[src/rtl/sync_fifo.sv]
// sync_fifo: single-clock first-word-fall-through FIFO.
// The oldest entry is always presented on r_data so a consumer can inspect it
// before deciding to pop. Pointers carry one extra wrap bit to tell full from empty.
module sync_fifo #(
    parameter int unsigned WIDTH = 32,
    parameter int unsigned DEPTH = 5
) (
    input  logic             aclk,
    input  logic             aresetn,
    input  logic             w_en,
    input  logic [WIDTH-1:0] w_data,
    input  logic             r_en,
    output logic [WIDTH-1:0] r_data,
    output logic             full,
    output logic             empty,
    output logic [DEPTH:0]   count
);

    localparam int unsigned ENTRIES = 1 << DEPTH;
    localparam int unsigned PW      = DEPTH + 1;

    logic [WIDTH-1:0] mem_q [ENTRIES];
    logic [PW-1:0]    wp_q, wp_d;
    logic [PW-1:0]    rp_q, rp_d;
    logic             push_c;
    logic             pop_c;

    // Accept rules; a push while full is dropped even if a pop happens alongside.
    always_comb begin
        push_c = w_en && !full;
        pop_c  = r_en && !empty;
        wp_d   = wp_q;
        rp_d   = rp_q;
        if (push_c) begin
            wp_d = wp_q + PW'(1);
        end
        if (pop_c) begin
            rp_d = rp_q + PW'(1);
        end
    end

    // Pointer registers, cleared immediately by reset.
    always_ff @(posedge aclk or negedge aresetn) begin
        if (!aresetn) begin
            wp_q <= '0;
            rp_q <= '0;
        end else begin
            wp_q <= wp_d;
            rp_q <= rp_d;
        end
    end

    // Storage write; contents are intentionally not reset.
    always_ff @(posedge aclk) begin
        if (push_c) begin
            mem_q[wp_q[DEPTH-1:0]] <= w_data;
        end
    end

    // Status and front-entry view, derived only from registered state.
    always_comb begin
        count  = wp_q - rp_q;
        empty  = (wp_q == rp_q);
        full   = (wp_q[DEPTH] != rp_q[DEPTH]) &&
                 (wp_q[DEPTH-1:0] == rp_q[DEPTH-1:0]);
        r_data = mem_q[rp_q[DEPTH-1:0]];
    end

endmodule

[config.mk]
export PLATFORM = sky130hd
export DESIGN_NAME = sync_fifo
export DESIGN_NICKNAME = d
export VERILOG_FILES = /design/src/rtl/sync_fifo.sv
export SDC_FILE = /design/constraint.sdc
export NUM_CORES = 1
export LEC_CHECK = 0
export CAP_MARGIN = 20
export CORE_MARGIN = 2
export CORE_UTILIZATION = 60
export DETAILED_ROUTE_END_ITERATION = 7
export PLACE_DENSITY = 0.8
export SYNTH_ARGS = -nofsm -noshare
export SYNTH_HDL_FRONTEND = slang
export SYNTH_SLANG_ARGS = --single-unit
[constraint.sdc]
create_clock -name aclk -period 9.2 [get_ports aclk]
set_clock_uncertainty 0.15 [all_clocks]
set_input_delay 1.84 -clock aclk [delete_from_list [all_inputs] [get_ports aclk]]
set_output_delay 1.84 -clock aclk [all_outputs]
set_load 0.02 [all_outputs]
==> results.yml <==
routing:
  viasPerCell: 6.55
  num_vias: 21000
  drt_iter0_markers: 2567
  drt_pass1_iterations: 5
  wirelength_mm: 94.2
  drc: 0
  ant_nets: 0
  avgRoutedWirePerCell_um: 29.3
sta:
  rsz0062_at_grt: "false"
  hold_violations: 0
  period_share: 0.688
  setup-tns-final_ns: 0
  fin_crit_ns: 6.33
  fmax_ghz: 0.158
  fin_hold_ws_ns: 0.376
  finalSetupViolCount: 0
  drv_slew: 0
  worst_slew_pin_slew_ns: 1.12
  slew_headroom: 0.252
finish:
  nets: 2307
  stdcell_area_mm2: 0.0456
  multi_input_comb_area_mm2: 0.00899
  fin_util: 0.680
  drive_above_1_share: 0.122
  seq_area_mm2: 0.0311
  fill_cells: 4064
  synthToLayoutAreaGrowth_pct: 12.1
synthesis:
  netlist_instances: 2154
  yosysUniqueCellTypes: 48
  yosys.area.top_type_share: 0.755
  synth_top_cell_by_area: "edfxtp_1"
  async_flop_share: 0.0116
  synth.net_count: 2201
  yosys-top-cells-area: "edfxtp_1 76%, mux2i_1 13%, a22oi_1 4.0%"
  yosys_register_bits: 1036
  synth.yosys.warnings: 0
  syn_area_mm2: 0.0407
  netlist_top_cells_count: "1,024 x edfxtp_1, 512 x mux2i_1, 216 x a22oi_1"
  avgSynthCellArea_um2: 18.9
  synth_enable_flop_cells: 1024
  synth_top_flop_cell: "edfxtp_1"
  synth.most_common_cell: "edfxtp_1"
  synth_seq_area_share: 0.763
floorplanning:
  rows: 95
  die_w_um: 264
  start_util: 0.606
  core_area_mm2: 0.0672
  die_y_um: 264
  io_pins: 76
  die-area_mm2: 0.0700
clock_tree:
  cts_setup_buffers: 0
  clock_latency_ns: 0.65
  cts_buffer_depth: 3
  cts_hold_buffers: 0
  ctsRootBufferMaster: "clkbuf_16"
  numCtsBuffers: 98
  cts.clk_slew.worst_paths_ns: 0.06
  cts_tree: "yes"
  cts_resized: 0
  clock-sinks: 1036
  htreeDepth: 3
setup_path:
  arrival_ns: 4.34
  worstPathRequired_ns: 7.21
  cp_cell_sequence: "buf_12, mux2i_1, a22oi_1, nand4_1, nor2_1, clkdlybuf4s50_1"
  cpLargestDelayFamily: "buffers and inverters"
  critical_path_buf_inv_count: 2
  critical-path-max-stage-delay_ns: 1.03
  cp-start-kind: "flip-flop"
  slowest_stage: "dfrtp_4"
  criticalPathCategory: "reg -> out"
  path_max_fanout: 138
  end_kind: "output port"
placed_design:
  gp_congestion: 0.778
  dp_hpwl_mm: 46.7
  io_buffers: 75
  place_area_mm2: 0.0424
run:
  drv_cap: 0
outcome:
  run_status: "completed"
global_route:
  grt_pass1_wl_mm: 137
  grt_overflow_total: 0
  grt_pass1_vias: 20800
  grt_antenna_before_repair: 4
  track_usage: 0.270
  grt_start_max_net_pins: 139
pwr:
  p_per_area_mw_per_mm2: 300
  power_uw: 13700
  p_leak_uw: 0.0151
  ir_drop_mv: 0.465
worst_hold_path:
  hold_path.class: "reg -> reg"
## where the power goes
| group | switching, uW | internal (uW) | total (uW) |
|---|---|---|---|
| Combinational | 2460 | 1600 | 4060 |
| Sequential | 226 | 5520 | 5740 |
| Clock | 1680 | 2210 | 3900 |
## layout by cell type (no fill, tap or decap), types with 2 or more instances in the layout
| cell | instances |
|---|---|
| nor2_4 | 32 |
| nor4bb_4 | 5 |
| clkinvlp_4 | 2 |
| or3b_2 | 2 |
| and3_1 | 2 |
| nand3b_1 | 3 |
| and4b_2 | 4 |
| buf_12 | 4 |
| clkbuf_16 | 99 |
| nand4_1 | 69 |
| dfrtp_1 | 11 |
| a22oi_2 | 40 |
| nor2_1 | 34 |
| clkbuf_1 | 18 |
| buf_4 | 48 |
| buf_16 | 5 |
| a22oi_1 | 216 |
| clkdlybuf4s50_1 | 75 |
| mux2i_1 | 512 |
| nor3_1 | 2 |
| clkinv_1 | 26 |
| nand2_1 | 9 |
| inv_1 | 10 |
| xnor2_1 | 12 |
| edfxtp_1 | 1024 |
| bufinv_16 | 9 |
| o21ai_0 | 4 |
| clkinv_2 | 15 |
| clkinv_8 | 6 |
| nor4b_4 | 4 |
| ha_1 | 10 |
## per-layer routing
| metal | part of all wire | global-route usage |
|---|---|---|
| met1 | 0.38 | 0.379 |
| met2 | 0.49 | 0.433 |
| met3 | 0.10 | 0.0516 |
| met4 | 0.031 | 0.0895 |
| met5 | 0.00014 | 0 |
## per-stage QoR
step | std cells | setup WS [ns]
after global routing | 3210 | 2.71
after floorplan | 2154 | 4.88
after global placement | 3027 | 3.64
after detailed placement | 3027 | 3.57
after CTS | 3203 | 2.86
final | 3210 | 2.87
## final timing paths
kind,start,endpoint,cells after the start,slack (ns)
max,rp_q[1],r_data[22],6,2.87
min,wp_q[5],wp_q[5],1,0.38
max reg2reg,rp_q[2],mem_q[18][2],7,4.64
min reg2reg,wp_q[5],wp_q[5],1,0.38
max in group asynchronous,aresetn,rp_q[1],1,7.06
min in group asynchronous,aresetn,wp_q[1],1,1.41
## state kept, by name, indices dropped and copies added, names as in the netlist
register,cells
mem_q,1024
rp_q,6
wp_q,6
## cells by family (layout without fill, tap and decap cells)
logic type | count (synthesis) | count (layout) | share of synthesized area
flops | 1036 | 1036 | 0.763
mux | 512 | 512 | 0.126
compound gates | 268 | 268 | 0.0546
simple gates | 176 | 176 | 0.0264
buf+inv | 137 | 319 | 0.0238
xor+xnor | 14 | 14 | 0.00320
fa+ha+maj | 11 | 11 | 0.00356
other cells | 0 | 1 | 0
## area by class of cell
type                    instances  share of cell area
flip-flops and latches       1036               0.680
multi-input cells             981               0.197
clock buffers                 116              0.0552
repair buffers                133              0.0297
well taps                     873              0.0239
clock inverters                60              0.0130
inverters                      10            0.000822
diodes                          1           0.0000548
Power figures use the tool's default switching activity.
